`config.mk`:
```
export PLATFORM = sky130hd
export DESIGN_NAME = exec_stage
export DESIGN_NICKNAME = d
export VERILOG_FILES = /design/src/rtl/exec_stage.sv
export SDC_FILE = /design/constraint.sdc
export NUM_CORES = 1
export LEC_CHECK = 0
export BUFFER_PORTS_ARGS = -buffer_cell sky130_fd_sc_hd__buf_2
export CORE_MARGIN = 10
export CORE_UTILIZATION = 38
export DETAILED_ROUTE_END_ITERATION = 10
export GPL_TIMING_DRIVEN = 1
export HOLD_SLACK_MARGIN = 0.05
export PLACE_DENSITY = 0.75
export REMOVE_ABC_BUFFERS = 1
export SLEW_MARGIN = 20
export SYNTH_ARGS = -nofsm -noshare
export SYNTH_HDL_FRONTEND = slang
export SYNTH_SLANG_ARGS = --single-unit
```
`constraint.sdc`:
```
create_clock -name clk -period 4.6 [get_ports clk]
set_input_delay 0.23 -clock clk [delete_from_list [all_inputs] [get_ports clk]]
set_output_delay 0.23 -clock clk [all_outputs]
set_load 0.1 [all_outputs]
```
`src/rtl/exec_stage.sv`:
```
// Single-issue execute stage: registers one instruction, launches it on an external ALU,
// waits for completion and holds the result for writeback. Optional forwarding: EXEC_FWD_EN.
module exec_stage (
  input  logic        clk,
  input  logic        rst,
  input  logic        in_valid,
  output logic        in_ready,
  input  logic [31:0] in_rs1_val,
  input  logic [31:0] in_rs2_val,
  input  logic [31:0] in_imm,
  input  logic [4:0]  in_rs1,
  input  logic [4:0]  in_rs2,
  input  logic        in_is_imm,
  input  logic [2:0]  in_funct3,
  input  logic [6:0]  in_funct7,
  input  logic [4:0]  in_rd,
  output logic [31:0] alu_in1,
  output logic [31:0] alu_in2,
  output logic        alu_is_imm,
  output logic [2:0]  alu_funct3,
  output logic [6:0]  alu_funct7,
  output logic        alu_ready,
  input  logic [31:0] alu_out,
  input  logic        alu_done,
  output logic        wb_valid,
  input  logic        wb_ready,
  output logic [4:0]  wb_rd,
  output logic [31:0] wb_data
);
  typedef enum logic [2:0] {DRAIN, IDLE, LAUNCH, WAIT, RESULT} state_t;

  // Long enough for a divide orphaned by reset to finish and drop its done pulse.
  localparam logic [5:0] DRAIN_CYCLES = 6'd34;

  state_t      state_q, state_d;
  logic [5:0]  cnt_q, cnt_d;
  logic [31:0] in1_q, in1_d;
  logic [31:0] in2_q, in2_d;
  logic        is_imm_q, is_imm_d;
  logic [2:0]  f3_q, f3_d;
  logic [6:0]  f7_q, f7_d;
  logic [4:0]  rd_q, rd_d;
  logic [4:0]  wb_rd_q, wb_rd_d;
  logic [31:0] wb_data_q, wb_data_d;
  logic [31:0] src1, src2;

`ifdef EXEC_FWD_EN
  logic        fwd_v_q, fwd_v_d;
  logic [4:0]  fwd_rd_q, fwd_rd_d;
  logic [31:0] fwd_data_q, fwd_data_d;
  logic        hit1, hit2;

  always_comb begin
    hit1 = fwd_v_q && (in_rs1 != 5'd0) && (in_rs1 == fwd_rd_q);
    hit2 = fwd_v_q && !in_is_imm && (in_rs2 != 5'd0) && (in_rs2 == fwd_rd_q);
    src1 = hit1 ? fwd_data_q : in_rs1_val;
    src2 = in_is_imm ? in_imm : (hit2 ? fwd_data_q : in_rs2_val);
    fwd_v_d    = fwd_v_q;
    fwd_rd_d   = fwd_rd_q;
    fwd_data_d = fwd_data_q;
    if (wb_valid && wb_ready && (wb_rd_q != 5'd0)) begin
      fwd_v_d    = 1'b1;
      fwd_rd_d   = wb_rd_q;
      fwd_data_d = wb_data_q;
    end
  end

  always_ff @(posedge clk) begin
    if (rst) begin
      fwd_v_q    <= 1'b0;
      fwd_rd_q   <= 5'd0;
      fwd_data_q <= 32'd0;
    end else begin
      fwd_v_q    <= fwd_v_d;
      fwd_rd_q   <= fwd_rd_d;
      fwd_data_q <= fwd_data_d;
    end
  end
`else
  // Source addresses only matter when forwarding is built in.
  logic unused_src_addr;
  assign unused_src_addr = ^{in_rs1, in_rs2};

  always_comb begin
    src1 = in_rs1_val;
    src2 = in_is_imm ? in_imm : in_rs2_val;
  end
`endif

  always_comb begin
    state_d   = state_q;
    cnt_d     = cnt_q;
    in1_d     = in1_q;
    in2_d     = in2_q;
    is_imm_d  = is_imm_q;
    f3_d      = f3_q;
    f7_d      = f7_q;
    rd_d      = rd_q;
    wb_rd_d   = wb_rd_q;
    wb_data_d = wb_data_q;
    in_ready  = 1'b0;
    alu_ready = 1'b0;
    wb_valid  = 1'b0;
    case (state_q)
      DRAIN: begin
        cnt_d = cnt_q - 6'd1;
        if (cnt_q <= 6'd1) begin
          cnt_d   = 6'd0;
          state_d = IDLE;
        end
      end
      IDLE: begin
        in_ready = 1'b1;
        if (in_valid) begin
          in1_d    = src1;
          in2_d    = src2;
          is_imm_d = in_is_imm;
          f3_d     = in_funct3;
          f7_d     = in_funct7;
          rd_d     = in_rd;
          state_d  = LAUNCH;
        end
      end
      LAUNCH: begin
        alu_ready = 1'b1;
        if (alu_done) begin
          wb_data_d = alu_out;
          wb_rd_d   = rd_q;
          state_d   = RESULT;
        end else begin
          state_d = WAIT;
        end
      end
      WAIT: begin
        if (alu_done) begin
          wb_data_d = alu_out;
          wb_rd_d   = rd_q;
          state_d   = RESULT;
        end
      end
      RESULT: begin
        wb_valid = 1'b1;
        if (wb_ready) state_d = IDLE;
      end
      default: state_d = DRAIN;
    endcase
  end

  always_ff @(posedge clk) begin
    if (rst) begin
      state_q   <= DRAIN;
      cnt_q     <= DRAIN_CYCLES;
      in1_q     <= 32'd0;
      in2_q     <= 32'd0;
      is_imm_q  <= 1'b0;
      f3_q      <= 3'd0;
      f7_q      <= 7'd0;
      rd_q      <= 5'd0;
      wb_rd_q   <= 5'd0;
      wb_data_q <= 32'd0;
    end else begin
      state_q   <= state_d;
      cnt_q     <= cnt_d;
      in1_q     <= in1_d;
      in2_q     <= in2_d;
      is_imm_q  <= is_imm_d;
      f3_q      <= f3_d;
      f7_q      <= f7_d;
      rd_q      <= rd_d;
      wb_rd_q   <= wb_rd_d;
      wb_data_q <= wb_data_d;
    end
  end

  assign alu_in1    = in1_q;
  assign alu_in2    = in2_q;
  assign alu_is_imm = is_imm_q;
  assign alu_funct3 = f3_q;
  assign alu_funct7 = f7_q;
  assign wb_rd      = wb_rd_q;
  assign wb_data    = wb_data_q;
endmodule
```
=== After elaboration in Yosys (flattened, before gate mapping) ===
Index checks and enable logic that the tools add are counted.

* Add/sub/neg operators: 1
* Multipliers: 0
* Divide/modulo/power cells: 0
* Magnitude comparators: 1
* Eq/ne operators: 8
* Shift operators: 0
* Mux-type cells: 11
* Bitwise logic cells: 0
* Reduce and logical (&&, ||, !) cells: 5

{| class="wikitable"
|+ Operators by type and width
! kind !! number
|-
| $mux W32 || 1
|-
| $mux W3 || 5
|-
| $pmux W3 S5 || 1
|-
| $ne A2 B2 Y1 const B || 4
|-
| $eq A3 B2 Y1 const B || 2
|-
| $le A6 B1 Y1 const B || 1
|-
| $mux W6 || 1
|-
| $sub A6 B1 Y6 const B || 1
|-
| $reduce_and A2 Y1 || 2
|-
| $reduce_and A4 Y1 || 1
|-
| $eq A3 B1 Y1 const B || 1
|-
| $eq A3 B3 Y1 const B || 1
|-
| $logic_not A3 Y1 || 1
|-
| $mux W1 || 3
|-
| $reduce_or A2 Y1 || 1
|}

* Register bits after elaboration: 126
* Bits in latches: 0
* Bits in writable memories: 0
* Memory bits (read-only): 0
* Input port bits: 159
* Output and inout bits: 115
* Logic and storage cells: 36
* Memories kept: 0

=== Logic depth before layout (Yosys ltp) ===
Gate-level depths: netlist of the first run.

* Depth in word-level cells: 3
* Gate-level depth with buffers: 8
* Mapped depth without buffers: 6

=== Worst setup path before layout of the first run ===
OpenSTA, ideal clock, no wires.

* Path type: register to output
* From: register state_q[1]
* To: output port alu_ready
* Arrival time: 2555 ps
* Required time: 4370 ps
* Path slack: 1815 ps
* Stages on the path, launching flop included: 3
* Buffers on the path: 0
* Cells stage by stage: dfxtp_1 > inv_2 > nor3_1

* Longest elaborated chain between the ends: 2

{| class="wikitable"
|+ Ends and longest elaborated chain
! item !! RTL line !! source
|-
| start: declaration || 35 || <nowiki>state_t state_q, state_d;</nowiki>
|-
| start signal: assignment || 162 || <nowiki>state_q <= state_d;</nowiki>
|-
| $eq A3 B2 Y1 || 104 || <nowiki>case (state_q)</nowiki>
|-
| $mux W1 || 104 ||
|-
| end: declaration || 22 || <nowiki>output logic alu_ready,</nowiki>
|}

No other way between the ends.

=== Final worst setup path of the first run ===
* From: register state_q[2]
* To: register in2_q[8] (netlist: alu_in2[8])

* Longest elaborated chain between the ends: 2

{| class="wikitable"
|+ Ends and longest elaborated chain
! item !! RTL line !! source
|-
| $eq A3 B1 Y1 || 104 ||
|-
| $reduce_and A2 Y1 (no source line) || - ||
|-
| end signal: assignment || 165 || <nowiki>in2_q <= in2_d;</nowiki>
|-
| end: declaration || 38 || <nowiki>logic [31:0] in2_q, in2_d;</nowiki>
|}

No other way between the ends.
A chain may end at the register's enable or synchronous reset.

==> metrics.cfg, run 1 <==
[die]
die_h_um=132.7
ioPinCount=274
die_area_um2=17620
rows=41
initial_utilization_pct=38.58
chipWidth_um=132.7
coreArea_um2=12520

[pwr]
pwr-share-seq_pct=36.4
clkPwrFrac_pct=44.7
swShare_pct=29.01
p_leak_nw=3.343
p_switching_mw=0.9474
ir_drop_v=0.0002866
powerDensity_nw_per_um2=438.2
intPower_mw=2.318
power_frac_comb_pct=18.9

[detailed_routing]
dr.first_iter.drc_count=237
via_per_inst=4.724
antenna_left=0
vias=5017
wl_mm=17.17
drc=0
firstDrtPassIters=5
routedWlPerCell_um=16.17

[worst_setup_path]
crit_fanout=63
critical_path_class=register to register
worstSetupEndpointType=register
arrival_ns=2.33
cp.required_ns=4.92
crit_path_start_kind=register

[layout]
final_common_cell=buf_2
layout_common_cells=buf_2, nand2_1, dfxtp_1
fin_nets=1035
drive_gt1_share_pct=34.39
syn_to_final_growth_pct=54.30

[cts]
clk_pin_slew_ns=0.05
cts_resized=0
cts_tree=yes
cts_buffer_depth=2
cts-root-buf=clkbuf_16
cts_inserted_buffers=17
cts_sinks=126
insertion_delay_ns=0.41
htree_levels=4

[sta]
holdWs_ns=0.06538
worstMarginPinSlew_ns=0.9972
relSlewSlack_pct=33.28
finalWorstSetupSlack_ns=2.589
drv_slew=0
rsz0062_at_grt=no
fin_crit_sh_pct=43.72
max_freq_ghz=0.4972
hold_violations=0
fin_skew_ns=0.007784
finalCriticalPeriod_ns=2.011
setup_viol_count_final=0
fin_tns_setup_ns=0

[place]
gp_congestion=0.7882
place_hpwl_mm=11.54
io_buffers=263
dp_slack_ns=2.448

[yosys]
synthMuxAreaShare_pct=6.839
yosys_warnings=0
ys_ff_latch=126
synth_compound_area_share_pct=15.21
synth_cells=569
yosys.area_share.simple_pct=19.79
synth-xor-area-share_pct=0
synthAdderAreaFrac_pct=0.5181
ys_seq_area_share_pct=52.23
syn_area_um2=4830
ys_types=35
synth_area_per_cell_um2=8.488
synth_top_family_by_area=simple AND/OR/NAND/NOR gates
synth_edf_count=0
synth-main-ff-cell=dfxtp_1
synthArstFlopShare_pct=0

[global_route]
antenna_found_initial=3
grt_max_degree=113
grt_pass1_vias=5161
grt_pass1_wl_mm=27.56
gr-usage-all-layers_pct=19.18
grt-ovfl-total=0

[outcome]
status=complete, no violations

[flow_run]
cap_violations=0

[hold_path]
hold_path_class=input pin to register

worst paths after layout:
kind,end,start,depth (start not counted),slack [ns]
worst max-delay path,alu_in2[8],state_q[2],5,2.59
worst max register to register,alu_in2[8],state_q[2],5,2.59
worst min register to register,alu_funct7[5],alu_funct7[5],2,0.45
worst min-delay path,alu_funct7[3],in_funct7[3],3,0.07
per-layer routing:
layer | global-route usage (%) | wire length (µm) | vias to the layer above
li1 | - | - | 2518
met1 | 20.64 | 6573 | 2222
met2 | 30.56 | 7986 | 249
met3 | 10.79 | 2248 | 28
met4 | 7.824 | 361 | 0
met5 | 0 | 0 | -
cell type report:
type                    count  area, µm²
multi-input cells         396       2051
diodes                      3      7.507
clock buffers              23      498.0
fillers                  1099       5065
inverters                   3      11.26
well taps                 172      215.2
flip-flops and latches    126       2522
clock inverters             9      155.1
repair buffers            330       1992
power by group through the flow:
stage	registers (mW)	logic (mW)	clock network, mW
after floorplan	1.45	0.176	0
after detailed placement	1.21	0.573	0
after global routing	1.20	0.669	1.54
after global placement	1.21	0.568	0
after CTS	1.19	0.616	1.48
final	1.19	0.618	1.46
registers in the layout, indices dropped and copies added, names as in the netlist:
register and count:
wb_rd 5, rd_q 5, alu_in1 32, state_q 3, alu_funct7 7, alu_is_imm 1, alu_funct3 3, cnt_q 6
alu_in2 32, wb_data 32
synthesized netlist by cell type (2+ instances only):
master,count,area [µm²]
a211oi_1,33,247.7
a21oi_1,90,450.4
and2_1,2,12.51
buf_1,6,22.52
buf_2,11,55.05
buf_4,4,30.03
buf_6,6,67.56
clkbuf_1,16,60.06
dfxtp_1,126,2522
ha_1,2,25.02
inv_1,2,7.510
mux2i_1,33,330.3
nand2_1,176,660.6
nor2_1,38,142.6
nor3_1,2,10.01
or3_1,3,18.77
stage by stage:
stage | total power, mW | instances | area, µm² | util, %
floorplan | 1.621 | 525 | 4579 | -
global placement | 1.776 | 963 | 6141 | 49.06
detailed placement | 1.783 | 963 | 6141 | 49.06
CTS | 3.287 | 1058 | 7425 | 59.32
global route | 3.403 | 1062 | 7452 | 59.54
finish | 3.265 | 1062 | 7452 | 59.54
timing repair:
item	CTS	global route
buffers inserted	0	0
hold buffers	63	0
setup endpoints to repair	0	0
hold endpoints to repair	63	0
critical path, stage by stage, from the launching register on:
cell,delay [ns]
dfxtp_1,0.42
nor3b_2,0.31
and2_4,0.54
buf_12,0.31
nor2_1,0.07
a211oi_1,0.22
cell families (layout without fill, tap and decap cells):
kind of cell	Yosys count	after routing
buffers and inverters	47	365
and+or+nand+nor	233	233
adders and majority gates	2	2
other	0	3
AOI/OAI and AO/OA	128	128
DFF	126	126
muxes	33	33
Note: power is estimated with default switching activity, not from simulation.
==> run 2: changes to the inputs <==
--- a/config.mk
+++ b/config.mk
@@ -11,7 +11,7 @@
 export DETAILED_ROUTE_END_ITERATION = 10
 export GPL_TIMING_DRIVEN = 1
 export HOLD_SLACK_MARGIN = 0.05
-export PLACE_DENSITY = 0.75
+export PLACE_DENSITY = 0.77
 export REMOVE_ABC_BUFFERS = 1
 export SLEW_MARGIN = 20
 export SYNTH_ARGS = -nofsm -noshare
==> constraint.sdc (replaced) <==
create_clock -name clk -period 1.8 [get_ports clk]
set_input_delay 0.09 -clock clk [delete_from_list [all_inputs] [get_ports clk]]
set_output_delay 0.09 -clock clk [all_outputs]
set_load 0.1 [all_outputs]
==> metrics.cfg, run 2 (synthesis gave the netlist of run 1 again) <==
[cts]
cts_buffer_depth=2
post_cts_buffers=0
cts_tree=yes
cts_inserted_buffers=17
htree_levels=4
insertion_delay_ns=0.41
clk_pin_slew_ns=0.06
cts_sinks=126
cts-root-buf=clkbuf_16

[sta]
setup_viol_count_final=0
fin_crit_sh_pct=95.67
finalCriticalPeriod_ns=1.722
holdWs_ns=0.05548
fin_skew_ns=0.007311
rsz0062_at_grt=yes
fin_tns_setup_ns=0
worstMarginPinSlew_ns=0.5586
max_freq_ghz=0.5807
hold_violations=0
relSlewSlack_pct=62.76
drv_slew=0

[die]
ioPinCount=274
rows=41
die_h_um=132.7
initial_utilization_pct=38.58
chipWidth_um=132.7
die_area_um2=17620
coreArea_um2=12520

[pwr]
ir_drop_v=0.0005199
powerDensity_nw_per_um2=1004
swShare_pct=29.64
p_leak_nw=3.716
pwr-share-seq_pct=36.6
p_switching_mw=2.474
clkPwrFrac_pct=41.4
intPower_mw=5.872
power_frac_comb_pct=22.1

[worst_setup_path]
critical_path_class=register to primary output
crit_path_start_kind=register
arrival_ns=1.63
path_cells=nor3b_2 > buf_2
crit_fanout=10
cp.required_ns=1.71
slowest_delay_ns=0.49
worstSetupEndpointType=primary output
crit_slowest_cell=buf_2

[detailed_routing]
via_per_inst=4.996
vias=5715
antenna_left=0
firstDrtPassIters=4
dr.first_iter.drc_count=319
wl_mm=21.03
drc=0
routedWlPerCell_um=18.38

[global_route]
grt-ovfl-total=0
gr-usage-all-layers_pct=23.03
grt_pass1_vias=6012
grt_max_degree=50
antenna_found_initial=5
grt_pass1_wl_mm=32.80

[layout]
finalInstanceArea_um2=8315
final_common_cell=buf_2
syn_to_final_growth_pct=72.18
fin_nets=1118
drive_gt1_share_pct=31.79
layout_common_cells=buf_2, nand2_1, dlygate4sd3_1

[flow_run]
cap_violations=0

[place]
place_hpwl_mm=12.11
gp_congestion=0.8044
placed_area_um2=6321
io_buffers=263

[hold_path]
hold_path_class=input pin to register

[outcome]
status=complete, no violations

[run 2: final timing paths]
| kind | start | to | slack, ns | depth (start not counted) |
|---|---|---|---|---|
| worst max-delay path | state_q[2] | in_ready | 0.08 | 2 |
| worst max register to register | state_q[2] | alu_in2[10] | 0.11 | 5 |
| worst min register to register | rd_q[4] | wb_rd[4] | 0.45 | 2 |
| worst min-delay path | in_rs2_val[18] | alu_in2[18] | 0.06 | 3 |
[run 2: area by class of cell]
| type | instances | area, µm² |
|---|---|---|
| inverters | 3 | 11.26 |
| repair buffers | 413 | 2905 |
| diodes | 3 | 7.507 |
| well taps | 172 | 215.2 |
| multi-input cells | 396 | 2061 |
| clock buffers | 25 | 485.5 |
| fillers | 903 | 4202 |
| clock inverters | 6 | 107.6 |
| flip-flops and latches | 126 | 2522 |
[run 2: what timing repair did]
item,CTS,global route
endpoints found under the setup margin,0,2
hold buffers,138,0
endpoints found under the hold margin,112,0
resized for setup,0,3
[run 2: metrics by stage]
step	util [%]	setup slack (ns)	instances	power, mW
after floorplan	-	-2.355	525	4.142
after global placement	50.50	0.2395	972	4.587
after detailed placement	50.50	0.1850	972	4.611
after CTS	66.27	0.05509	1141	8.333
after global routing	66.43	-0.003482	1144	8.634
final	66.43	0.07786	1144	8.346
[run 2: power by group through the flow]
stage                     clock network [mW]  registers (mW)  logic (mW)
final                                   3.45            3.05        1.84
after global routing                    3.62            3.07        1.94
after CTS                               3.52            3.04        1.78
after detailed placement                   0            3.09        1.52
after global placement                     0            3.09        1.50
after floorplan                            0            3.69       0.449
[run 2: per-layer routing]
metal | GRT usage, % | wire, µm | up-vias | share of wire [%]
li1 | - | - | 2691 | -
met1 | 25.01 | 8038 | 2630 | 38
met2 | 39.49 | 10250 | 350 | 49
met3 | 9.690 | 2253 | 40 | 11
met4 | 7.885 | 457 | 4 | 2.2
met5 | 0 | 23 | - | 0.11
[run 2: worst max-delay path, delay by kind of cell, from the launching register on]
kind                   cells  cell delay, ns
flip-flops                 1            0.42
buffers and inverters      1            0.49
AND/OR/NAND/NOR            1            0.31
